### src/rtl/pwm_multi_gen_if.sv
// Duty-write / PWM-status bundle for pwm_multi_gen.
// master: duty writer drives en/presc/wr_*/commit; slave: generator drives pwm_out/period_start/busy.
interface pwm_multi_gen_if #(
  parameter int CHANNELS = 4,
  parameter int WIDTH    = 8,
  parameter int PRESC_W  = 4
);
  localparam int CW = (CHANNELS > 1) ? $clog2(CHANNELS) : 1;

  logic                en;
  logic [PRESC_W-1:0]  presc;
  logic                wr_en;
  logic [CW-1:0]       wr_ch;
  logic [WIDTH-1:0]    wr_data;
  logic                commit;
  logic [CHANNELS-1:0] pwm_out;
  logic                period_start;
  logic                busy;

  modport master (
    output en, presc, wr_en, wr_ch, wr_data, commit,
    input  pwm_out, period_start, busy
  );

  modport slave (
    input  en, presc, wr_en, wr_ch, wr_data, commit,
    output pwm_out, period_start, busy
  );
endinterface

### src/rtl/pwm_multi_gen.sv
// Multi-channel PWM with prescaler, shadow/active duties committed at wrap, optional stagger.
// Ports: clk, reset (sync, active-high), bus (slave modport: duty writes in, pwm/status out).
module pwm_multi_gen #(
  parameter int CHANNELS = 4,
  parameter int WIDTH    = 8,
  parameter int PRESC_W  = 4,
  parameter int STAGGER  = 0
) (
  input  logic          clk,
  input  logic          reset,
  pwm_multi_gen_if.slave bus
);
  localparam int CW   = (CHANNELS > 1) ? $clog2(CHANNELS) : 1;
  localparam int SPAN = (2 ** WIDTH) / CHANNELS;
  localparam logic [CW:0] NCH = (CW + 1)'(CHANNELS);

  logic [PRESC_W-1:0]  presc_cnt_q, presc_cnt_d;
  logic [WIDTH-1:0]    cnt_q, cnt_d;
  logic [WIDTH-1:0]    shadow_q [CHANNELS];
  logic [WIDTH-1:0]    shadow_d [CHANNELS];
  logic [WIDTH-1:0]    active_q [CHANNELS];
  logic [WIDTH-1:0]    active_d [CHANNELS];
  logic                pending_q, pending_d;
  logic [CHANNELS-1:0] pwm_q, pwm_d;
  logic                ps_q, ps_d;

  logic [WIDTH-1:0]    ph [CHANNELS];
  logic                tick;
  logic                wrap;
  logic                wr_ok;

  // Stagger offset advances the phase of channel k by k*SPAN ticks.
  always_comb begin
    for (int k = 0; k < CHANNELS; k++) begin
      if (STAGGER != 0)
        ph[k] = cnt_q + WIDTH'(k * SPAN);
      else
        ph[k] = cnt_q;
    end
  end

  always_comb begin
    // >= keeps a lowered presc from stalling the running count.
    tick  = bus.en && (presc_cnt_q >= bus.presc);
    wrap  = tick && (cnt_q == '1);
    wr_ok = bus.wr_en && ({1'b0, bus.wr_ch} < NCH);

    shadow_d = shadow_q;
    active_d = active_q;
    if (wr_ok)
      shadow_d[bus.wr_ch] = bus.wr_data;

    // Transfer reads pre-write shadow so a same-cycle write waits for the next commit.
    pending_d = pending_q | bus.commit;
    if (wrap && pending_d) begin
      active_d  = shadow_q;
      pending_d = 1'b0;
    end

    presc_cnt_d = '0;
    cnt_d       = '0;
    pwm_d       = '0;
    ps_d        = 1'b0;
    if (bus.en) begin
      presc_cnt_d = tick ? '0 : presc_cnt_q + 1'b1;
      cnt_d       = tick ? cnt_q + 1'b1 : cnt_q;
      ps_d        = wrap;
      for (int k = 0; k < CHANNELS; k++) begin
        if (active_q[k] == '0)
          pwm_d[k] = 1'b0;
        else if (active_q[k] == '1)
          pwm_d[k] = 1'b1;
        else
          pwm_d[k] = ph[k] < active_q[k];
      end
    end
  end

  always_ff @(posedge clk) begin
    if (reset) begin
      presc_cnt_q <= '0;
      cnt_q       <= '0;
      shadow_q    <= '{default: '0};
      active_q    <= '{default: '0};
      pending_q   <= 1'b0;
      pwm_q       <= '0;
      ps_q        <= 1'b0;
    end else begin
      presc_cnt_q <= presc_cnt_d;
      cnt_q       <= cnt_d;
      shadow_q    <= shadow_d;
      active_q    <= active_d;
      pending_q   <= pending_d;
      pwm_q       <= pwm_d;
      ps_q        <= ps_d;
    end
  end

  assign bus.pwm_out      = pwm_q;
  assign bus.period_start = ps_q;
  assign bus.busy         = pending_q;
endmodule
### src/flat_wrapper.sv
// flat-port wrapper written by rule: the top's interface ports become plain ports
module pwm_multi_gen_flat 
#(
  parameter int CHANNELS = 4,
  parameter int WIDTH    = 8,
  parameter int PRESC_W  = 4,
  parameter int STAGGER  = 0
)
  (clk, reset, bus_en, bus_presc, bus_wr_en, bus_wr_ch, bus_wr_data, bus_commit, bus_pwm_out, bus_period_start, bus_busy);
  pwm_multi_gen_if #(.CHANNELS(CHANNELS), .WIDTH(WIDTH), .PRESC_W(PRESC_W)) bus_i ();
  input  logic clk;
  input  logic reset;
  input wire logic [$bits(bus_i.en)-1:0] bus_en;
  input wire logic [$bits(bus_i.presc)-1:0] bus_presc;
  input wire logic [$bits(bus_i.wr_en)-1:0] bus_wr_en;
  input wire logic [$bits(bus_i.wr_ch)-1:0] bus_wr_ch;
  input wire logic [$bits(bus_i.wr_data)-1:0] bus_wr_data;
  input wire logic [$bits(bus_i.commit)-1:0] bus_commit;
  output wire logic [$bits(bus_i.pwm_out)-1:0] bus_pwm_out;
  output wire logic [$bits(bus_i.period_start)-1:0] bus_period_start;
  output wire logic [$bits(bus_i.busy)-1:0] bus_busy;
  assign bus_i.en = bus_en;
  assign bus_i.presc = bus_presc;
  assign bus_i.wr_en = bus_wr_en;
  assign bus_i.wr_ch = bus_wr_ch;
  assign bus_i.wr_data = bus_wr_data;
  assign bus_i.commit = bus_commit;
  assign bus_pwm_out = bus_i.pwm_out;
  assign bus_period_start = bus_i.period_start;
  assign bus_busy = bus_i.busy;
  pwm_multi_gen #(.CHANNELS(CHANNELS), .WIDTH(WIDTH), .PRESC_W(PRESC_W), .STAGGER(STAGGER)) u_core (.clk(clk), .reset(reset), .bus(bus_i));
endmodule
### config.mk
export PLATFORM = sky130hd
export DESIGN_NAME = pwm_multi_gen_flat
export DESIGN_NICKNAME = d
export VERILOG_FILES = /design/src/rtl/pwm_multi_gen_if.sv /design/src/rtl/pwm_multi_gen.sv /design/src/flat_wrapper.sv
export SDC_FILE = /design/constraint.sdc
export NUM_CORES = 1
export LEC_CHECK = 0
export BUFFER_PORTS_ARGS = -buffer_cell sky130_fd_sc_hd__buf_2
export CAP_MARGIN = 30
export CORE_MARGIN = 2
export CORE_UTILIZATION = 50
export DETAILED_ROUTE_END_ITERATION = 12
export PLACE_DENSITY = 0.68
export SYNTH_ARGS = -nofsm -noshare
export SYNTH_HDL_FRONTEND = slang
export SYNTH_SLANG_ARGS = --single-unit
### constraint.sdc
create_clock -name clk -period 5.3 [get_ports clk]
set_input_delay 0.265 -clock clk [delete_from_list [all_inputs] [get_ports clk]]
set_output_delay 0.265 -clock clk [all_outputs]
set_load 0.02 [all_outputs]
; ---- After elaboration in Yosys (flattened, before gate mapping)
; Cells that the tools add are included.
[word_totals]
regBits = 82
input_bits = 19
wordCells = 55
[classes]
add_sub_neg = 2
n_lt_le_gt_ge = 7
n_eq_ne = 5
n_mux = 7
n_bitwise = 3
reduce_logical = 15
[op_table]
columns = op, count
row1 = == test 8 bit (second input constant), 5
row2 = bitwise mux 32 bit, 1
row3 = zero test 8 bit, 4
row4 = < comparator 8 bit, 4
row5 = demux 8 bit (select 2 bit), 1
row6 = OR reduction 3 bit, 5
row7 = adder 8 x 1 -> 8 bit (second input constant), 1
row8 = 2-to-1 mux 8 bit, 1
row9 = adder 4 x 1 -> 4 bit (second input constant), 1
row10 = greater-or-equal comparator 4 bit, 1
row11 = logical AND 1 bit, 4
row12 = 2-to-1 mux 1 bit, 4
row13 = OR reduction 2 bit, 2
row14 = greater-or-equal comparator 3 bit (second input constant), 1
row15 = < comparator 3 x 1 -> 1 bit (second input constant), 1
row16 = NOT 2 -> 3 bit, 1
row17 = NOT 1 bit, 1
row18 = bitwise OR 1 bit, 1

; ---- Longest topological paths before layout
; Gate-level depths: netlist of the first run.
[depth]
word_depth = 6
depth_mapped = 8
depth_no_buf = 6

; ---- Worst setup path before layout of the first run
; No wires, ideal clock.
[synth_path]
path_type = register to register
start = reg u_core.presc_cnt_q[0]
end = reg u_core.active_q[17] (netlist name)
t_arrival_ns = 1.755
t_required_ns = 5.213
slack_ns = 3.457
path_stages_with_launch = 9
period_less_slack_ns = 1.843
path_cell_list = dfxtp_1 inv_1 ha_1 nand2b_4 a2111oi_4 buf_4 nor3_4 buf_2 o31ai_1
[synth_via]
elab_chain_cells = 4
[synth_rtl]
columns = item, line_no
row1 = start: declaration, pwm_multi_gen.sv:17  ; logic [PRESC_W-1:0] presc_cnt_q, presc_cnt_d;
row2 = start signal: assignment, pwm_multi_gen.sv:89  ; presc_cnt_q <= presc_cnt_d;
row3 = greater-or-equal comparator 4 bit, pwm_multi_gen.sv:44  ; tick = bus.en && (presc_cnt_q >= bus.presc);
row4 = logical AND 1 bit, pwm_multi_gen.sv:44
row5 = logical AND 1 bit, pwm_multi_gen.sv:45  ; wrap = tick && (cnt_q == '1);
row6 = logical AND 1 bit, pwm_multi_gen.sv:55  ; if (wrap && pending_d) begin
row7 = end signal: assignment, pwm_multi_gen.sv:92  ; active_q <= active_d;
row8 = end: declaration, pwm_multi_gen.sv:21  ; logic [WIDTH-1:0] active_q [CHANNELS];
; Every way passes these cells.
; A chain may end at the register's enable or synchronous reset.

; ---- Final worst setup path of the first run
[layout_path]
start = reg u_core.cnt_q[1]
end = reg u_core.active_q[16] (netlist name)
[layout_via]
elab_chain_cells = 3
[layout_rtl]
columns = item, line_no
row1 = start: declaration, pwm_multi_gen.sv:18  ; logic [WIDTH-1:0] cnt_q, cnt_d;
row2 = start signal: assignment, pwm_multi_gen.sv:90  ; cnt_q <= cnt_d;
row3 = == test 8 bit, pwm_multi_gen.sv:45
row4 = logical AND 1 bit, pwm_multi_gen.sv:45
row5 = logical AND 1 bit, pwm_multi_gen.sv:55
; Every way passes these cells.

==> run summary, run 1 <==
Yosys reg bits: 82
Met1 global-route usage: 30.60%
Area contributors post-synth: dfxtp_1 (39%), ha_1 (10%), mux2i_1 (8.8%)
Worst r2r src: u_core.cnt_q[1]
Worst setup EP type: flop
Top-area cell type share of the netlist area: 38.97%
Final hold viol count: 0
Clock slew seen by the registers of the worst setup and hold paths: 90 ps
R2r setup slk: 2790 ps
GRT Max-Usage Layer: met2
# hold bufs at CTS: 0
Pwr per Cell Area: 265.0 mW/mm²
Number of max-cap violations: 0
Top Ports: 25
Setup TNS: 0 ps
Fmax achieved: 0.3980 GHz
Total power: 1.217 mW
Sequential share of the synthesized area: 38.97%
First-pass GRT wire length: 16340 µm
Starting Density: 51.53%
RSZ-0062 raised after global routing: no
Max_slew headroom: 52.98%
DRC viols: 0
Final HPWL DP: 6883 µm
Count of non-filler cells in the finished layout: 592
Finished Cell Area: 0.004591 mm²
FF-to-FF path depth: 6
Unique cell type count in the Yosys netlist: 46
HP Start: bus_commit
IO buf count: 24
Synthesized Nets: 524
Root Driver: clkbuf_8
Worst Hold Depth: 2
Antenna violations before repair: 0
Post-cts resize count: 0
Worst Tran Pin Value: 705.2 ps
Worst IR Drop VDD: 0.1503 mV
Clk_lat worst skew: 360 ps
Fin crit share: 47.40%
Most common cell after layout, fill and taps aside: dfxtp_1
Final GP Congestion: 0.7941
Die W: 95.79 µm
Tot GR Track Use: 23.52%
Worst-path maximum fanout: 30
Reg2reg end: u_core.active_q[16]
First-iteration detailed-routing DRC count: 207
WL/cell: 16.58 µm
Synthesized instance count: 471
Leak: 1.840 nW
Area leader, netlist: dfxtp_1
Setup bufs post-CTS: 0
Largest net degree at the start of global routing: 55
Die height: 95.79 µm
Vias/cell: 5.863
Crit path kind: flop to flop
DR pass1 iterations: 4
Vias in the first global route: 3359
Die area: 0.009176 mm²
Final Max Slew Viols: 0
Ys Warns: 0
WP data required: 5590 ps
Avg Cell Area, Syn: 8.944 µm²
H-tree depth: 3
Fin Hold WS: 202.5 ps
Most frequent cells in the layout: dfxtp_1 (82), nand2_1 (52), nor2_1 (42), mux2i_1 (37), ha_1 (34)
N_diodes: 0
Hold EP: u_core.bus.busy
Area Growth Syn to Fin: 8.969%
Dpl cell area: 0.004373 mm²
M2 GR Usage: 38.52%
Nets: 535
Met3 usage: 3.289%
Clk sink count: 82
Placed insts: 576
Hold Crit Class: input pin to flop
Setup violations, final: 0
WL final: 9815 µm
Overflow after GRT: 0
Worst Skew: 8.861 ps
Clock tree buffer depth: 2
Status: finished, final reports clean
Share of cells above drive strength 1: 11.50%
Std cell rows: 33
DRT antenna net count: 0
CTS Buf Count: 9
Vias: 3471
Type of origin of the critical path: flop
Core box area: 0.008175 mm²
Worst Path Arrival: 2800 ps
Fin crit period: 2512 ps
Post-Synthesis Cell Area: 0.004213 mm²
TritonCTS clock tree: built
## synthesized netlist by cell type (all sizes together)
master   number
o21a          6
a2111oi       5
o311ai        1
o221a         1
nand2        52
nor2         43
a2111o        1
nand3b        2
o31ai        31
o211ai        3
a21oi        15
nand2b        8
xnor2         1
a221oi        1
or4          31
mux2i        37
xor2          1
nor3b         1
buf          10
and4          1
or2           1
nor3          7
or3           1
o21ai         5
dfxtp        82
a31o          2
and3          2
inv          34
ha           34
o41ai         1
nor2b         1
o2111a        1
clkbuf       19
nor4         10
nand3         7
nand4        13
## worst max-delay path, stage by stage, from the launching register on
cell and delay, ps:
dfxtp_1 460, ha_1 250, o2111a_1 210, nand4_2 490, nor3_4 390, buf_4 400, mux2i_1 220
## sequential cells by signal, summed over array words and instances (netlist names)
signal / flops
u_core.active_q: 32
u_core.bus.busy: 1
u_core.bus.period_start: 1
u_core.bus.pwm_out: 4
u_core.cnt_q: 8
u_core.presc_cnt_q: 4
u_core.shadow_q: 32
## report_power, final
part           internal (mW)  total, mW  switching [mW]  leakage, nW
clock                  0.264      0.499           0.235        0.105
sequential             0.625      0.632         0.00633        0.663
combinational         0.0293     0.0861          0.0567         1.07
## logic make-up after synthesis
logic type               share of synthesized area (%)
AO/OA/AOI/OAI                                    12.83
flip-flops                                       38.97
adder cells (fa/ha/maj)                          10.10
XOR/XNOR                                        0.4159
AND/OR/NAND/NOR                                  22.45
multiplexers                                     8.791
buffers and inverters                            6.445
## per-layer routing
| layer | vias to the layer above | part of all wire [%] |
|---|---|---|
| met5 | - | 0 |
| met4 | 0 | 2.6 |
| met3 | 18 | 2.9 |
| met2 | 59 | 48 |
| met1 | 1659 | 47 |
| li1 | 1735 | - |
## layout make-up
class                      count  area, µm²
timing repair buffer          29      170.2
sequential                    82       1642
inverter                      34      127.6
clock buffer                   9      123.9
tap                          105      131.4
fill                         766       3585
clock inverter                 7      93.84
multi-input combinational    326       2302
## through the flow
stage | setup WS, ps | utilization, %
6_report | 2788 | 56.15
2_1_floorplan | 3457 | -
5_1_grt | 2469 | 56.15
3_3_place_gp | 2893 | 53.24
3_5_place_dp | 2777 | 53.49
4_1_cts | 2769 | 56.15
## worst max-delay path by stage
stage | cells past startpoint | startpoint | slack, ps | to
after floorplan | 8 | u_core.presc_cnt_q[0] | 3460 | u_core.active_q[17]
after global placement | 6 | u_core.cnt_q[1] | 2890 | u_core.active_q[16]
after detailed placement | 6 | u_core.cnt_q[1] | 2780 | u_core.active_q[16]
after CTS | 6 | u_core.cnt_q[1] | 2770 | u_core.active_q[16]
after global routing | 6 | u_core.cnt_q[1] | 2470 | u_core.active_q[8]
final | 6 | u_core.cnt_q[1] | 2790 | u_core.active_q[16]
(Power assumes the default switching activity.)
==> run 2: changes to the inputs <==
- PLACE_DENSITY: 0.68 -> 0.7
- clock period: 5.3 -> 2.3 ns (I/O delays scaled with it)
==> run 2 against run 1 <==
Setup slack lost 2500 ps; sequential power grew 130%; critical path type unchanged; largest cell class unchanged; clock skew grew 2.4 ps.
==> run summary, run 2 (synthesized netlist as in run 1, its figures left out) <==
Type of origin of the critical path: flop
N_diodes: 0
CP startpoint: u_core.presc_cnt_q[0]
DRC viols: 0
Share of cells above drive strength 1: 12.73%
Post-layout util: 56.76%
Clk sink count: 82
WL/cell: 16.26 µm
Nets: 543
Register area: 0.001642 mm²
Worst-path maximum fanout: 39
Slowest cell on crit path: a2111oi_4
Die height: 95.79 µm
Final hold viol count: 0
First-iteration detailed-routing DRC count: 180
Leak: 1.871 nW
TritonCTS clock tree: built
Clk_lat worst skew: 370 ps
Largest net degree at the start of global routing: 63
Top Ports: 25
Worst setup EP type: flop
HP Start: bus_commit
Tot GR Track Use: 22.84%
Fmax achieved: 0.4910 GHz
Setup violations, final: 0
Worst Skew: 11.23 ps
Worst Tran Pin Value: 679.4 ps
Hold Crit Class: input pin to flop
Pwr per Cell Area: 584.1 mW/mm²
Final Max Slew Viols: 0
Status: finished, final reports clean
Most frequent cells in the layout: dfxtp_1 (82), nand2_1 (52), nor2_1 (42), mux2i_1 (37), ha_1 (34)
Vias: 3435
H-tree depth: 3
CTS Buf Count: 9
Setup bufs post-CTS: 0
FF-to-FF path depth: 8
Core box area: 0.008175 mm²
Root Driver: clkbuf_8
Number of max-cap violations: 0
Worst path cell trace: inv_1, ha_1, nand2b_4, a2111oi_4, buf_12, nor3_4, buf_12, o31ai_1
Largest regs: u_core.active_q (32), u_core.shadow_q (32), u_core.cnt_q (8)
Vias/cell: 5.725
Reg2reg end: u_core.active_q[3]
DR pass1 iterations: 4
Final HPWL DP: 6767 µm
Setup TNS: 0 ps
Fin crit share: 88.55%
Crit path kind: flop to flop
Fin crit period: 2037 ps
Worst Path Arrival: 2320 ps
FILL cells: 759
Worst r2r src: u_core.presc_cnt_q[0]
Post-cts resize count: 0
Std cell rows: 33
CP dominant cell by count: buf_12
Footprint of the multi-input gates: 0.002302 mm²
CP endpoint: u_core.active_q[3]
# hold bufs at CTS: 0
Starting Density: 51.53%
Clock slew seen by the registers of the worst setup and hold paths: 90 ps
IO buf count: 24
RSZ-0062 raised after global routing: no
WL final: 9754 µm
R2r setup slk: 260 ps
WP data required: 2580 ps
Die area: 0.009176 mm²
Most common cell after layout, fill and taps aside: dfxtp_1
Final GP Congestion: 0.8912
Vias in the first global route: 3225
Die W: 95.79 µm
Area Growth Syn to Fin: 10.16%
Antenna violations before repair: 0
First-pass GRT wire length: 15780 µm
Clock tree buffer depth: 2
Worst IR Drop VDD: 0.3267 mV
DRT antenna net count: 0
Max_slew headroom: 54.71%
Max incr delay on CP: 390 ps
Overflow after GRT: 0
==> run 2: worst min path at each step <==
| stage | endpoint | slack [ps] | cells past startpoint |
|---|---|---|---|
| 6_report | u_core.bus.busy | 40 | 2 |
| 5_1_grt | u_core.bus.busy | 40 | 2 |
| 4_1_cts | u_core.bus.busy | 40 | 2 |
| 3_5_place_dp | u_core.bus.busy | 420 | 2 |
| 3_3_place_gp | u_core.bus.busy | 420 | 2 |
| 2_1_floorplan | u_core.shadow_q[0] | 260 | 2 |
==> run 2: critical path, delay by kind of cell, from the launching register on <==
family / cells / cell delay, ps
AO/OA/AOI/OAI: 2 / 610
adder cells (fa/ha/maj): 1 / 260
buffers and inverters: 3 / 460
flip-flops: 1 / 380
AND/OR/NAND/NOR: 2 / 220
==> run 2: area by class of cell <==
class                      count  area share, %
clock buffer                  10          2.750
clock inverter                 6          1.456
inverter                      34          2.750
multi-input combinational    326          49.61
sequential                    82          35.37
tap                          105          2.831
timing repair buffer          37          5.231
==> run 2: metrics by stage <==
step | hold slack, ps | instance area (µm²) | total power [mW] | worst slack, ps | std cells
floorplan | 258.9 | 4213 | 1.623 | 457.4 | 471
global placement | 415.2 | 4446 | 1.687 | 335.4 | 584
detailed placement | 417.4 | 4446 | 1.691 | 267.6 | 584
CTS | 35.76 | 4641 | 2.724 | 251.9 | 600
global route | 42.12 | 4641 | 2.804 | 107.7 | 600
finish | 42.38 | 4641 | 2.711 | 263.3 | 600
==> run 2: routing by layer <==
metal / global-route usage (%) / wire length, µm / vias up
met5: 0 / 0 / -
met4: 8.452 / 170 / 0
met3: 3.994 / 292 / 12
met2: 37.53 / 4721 / 36
met1: 30.06 / 4570 / 1639
li1: - / - / 1748
==> run 2: power by group <==
part           internal (mW)  switching, mW  total (mW)
logic                 0.0734          0.132       0.205
clock network          0.503          0.548        1.05
registers               1.44         0.0127        1.45
total                   2.02          0.693        2.71
==> run 3: changes to the inputs <==
- PLACE_DENSITY: 0.7 -> default
- PLACE_DENSITY_LB_ADDON: default -> 0.25
==> run 3 against run 2 <==
Critical path type unchanged; clock skew down 1.2 ps; critical endpoint is now u_core.cnt_q[7]; global-route usage is 1.2 points higher; design area grew 0.27%; register-to-register slack lost 30 ps; combinational power barely moved.
==> run summary, run 3 (synthesized netlist as in run 1, its figures left out) <==
RSZ-0062 raised after global routing: no
HP Start: bus_commit
Pwr per Cell Area: 593.5 mW/mm²
Buf/Inv on CP: 2
Number of max-cap violations: 0
Final Max Slew Viols: 0
Combinational share of power: 7.4%
Std cell rows: 33
Crit path kind: flop to flop
Type of origin of the critical path: flop
Fin crit period: 2068 ps
Die height: 95.79 µm
Tot GR Track Use: 24.08%
Seq pwr share: 52.6%
Worst path cell trace: inv_1, ha_1, nand2b_4, a2111oi_4, buf_4, o311ai_0, o41ai_1
N_diodes: 0
Clock power frac: 40.0%
Largest net degree at the start of global routing: 62
Overflow after GRT: 0
TritonCTS clock tree: built
Antenna violations before repair: 0
Share of cells above drive strength 1: 12.90%
Final GP Congestion: 0.8402
Switching share of power: 25.62%
Worst Skew: 10.05 ps
Total power: 2.762 mW
DRT antenna net count: 0
DRC viols: 0
Leak: 1.881 nW
Power Internal: 2.054 mW
IO buf count: 24
Max incr delay on CP: 500 ps
Worst IR Drop VDD: 0.3638 mV
Clock slew seen by the registers of the worst setup and hold paths: 80 ps
DR pass1 iterations: 4
Die W: 95.79 µm
Worst Path Arrival: 2330 ps
First-iteration detailed-routing DRC count: 196
Hold Crit Class: input pin to flop
Worst r2r src: u_core.presc_cnt_q[0]
Fin crit share: 89.91%
CTS Buf Count: 9
Most common cell after layout, fill and taps aside: dfxtp_1
First-pass GRT wire length: 16880 µm
Final HPWL DP: 7019 µm
Max_slew headroom: 54.49%
WL/cell: 16.83 µm
Starting Density: 51.53%
Most frequent cells in the layout: dfxtp_1 (82), nand2_1 (52), nor2_1 (42), mux2i_1 (37), ha_1 (34)
Worst-path maximum fanout: 23
Worst setup EP type: flop
Status: finished, final reports clean
Worst Tran Pin Value: 682.7 ps
H-tree depth: 3
Clock tree buffer depth: 2
Die area: 0.009176 mm²
Post-cts resize count: 0
Setup violations, final: 0
Clk sink count: 82
Final hold viol count: 0
CP startpoint: u_core.presc_cnt_q[0]
Largest delay contributor family on the critical path: compound AO/OA/AOI/OAI gates
Vias in the first global route: 3499
Vias/cell: 5.854
Slowest cell on crit path: a2111oi_4
Root Driver: clkbuf_8
Clk_lat worst skew: 370 ps
Nets: 544
Fmax achieved: 0.4836 GHz
Vias: 3518
WL final: 10110 µm
Top Ports: 25
Largest regs: u_core.active_q (32), u_core.shadow_q (32), u_core.cnt_q (8)
WP data required: 2560 ps
Setup TNS: 0 ps
Area Growth Syn to Fin: 10.45%
Core box area: 0.008175 mm²
Psw: 707.7 µW
==> run 3: changes by cell type in the layout (fill, tap and decap cells not counted), sizes merged <==
cell	before	now
clkinvlp	2	1
inv	34	36
dlygate4sd3	0	1
clkinv	3	2
==> run 3: area by class of cell <==
| type | instances | area (µm²) |
|---|---|---|
| clock buffers | 10 | 137.6 |
| inverters | 34 | 127.6 |
| fillers | 783 | 3522 |
| flip-flops and latches | 82 | 1642 |
| repair buffers | 38 | 240.2 |
| multi-input cells | 326 | 2302 |
| clock inverters | 6 | 72.57 |
| well taps | 105 | 131.4 |
==> run 3: power by group through the flow <==
stage / combinational (mW) / clock (mW) / sequential [mW]
floorplan: 0.137 / 0 / 1.49
global placement: 0.198 / 0 / 1.49
detailed placement: 0.203 / 0 / 1.49
CTS: 0.205 / 1.12 / 1.45
global route: 0.224 / 1.19 / 1.46
finish: 0.204 / 1.10 / 1.45
==> run 3: final timing paths <==
kind         slack, ps  depth (start not counted)            endpoint
max reg2reg        230                          7     u_core.cnt_q[7]
max                230                          7     u_core.cnt_q[7]
min reg2reg        470                          2  u_core.active_q[0]
min                 40                          2     u_core.bus.busy
==> run 3: stage by stage <==
stage                     hold WS [ps]  cells  cell area, µm²  utilization (%)  setup WS, ps
after floorplan                  258.9    471            4213                -         457.4
after global placement           340.5    584            4433            54.22         326.6
after detailed placement         343.6    584            4433            54.22         247.0
after CTS                        33.27    601            4653            56.92         224.9
after global routing             40.41    601            4653            56.92         83.25
final                            43.84    601            4653            56.92         232.0
==> run 3: timing repair <==
action | in CTS | in global routing
hold buffers | 1 | 0
endpoints found under the hold margin | 1 | 0
buffers inserted | 0 | 0
==> run 3: routing by layer <==
layer | vias up | global-route usage [%] | share of wire [%]
met3 | 11 | 5.403 | 4.4
met1 | 1683 | 30.20 | 45
met2 | 75 | 41.67 | 49
met5 | - | 0 | 0
met4 | 0 | 6.429 | 1.3
li1 | 1749 | - | -
==> run 3: worst register-to-register path, delay by kind of cell (launching register included) <==
kind	cells	cell delay, ps
DFF	1	380
buffers and inverters	2	390
AOI/OAI and AO/OA	3	780
and+or+nand+nor	1	150
adders and majority gates	1	260
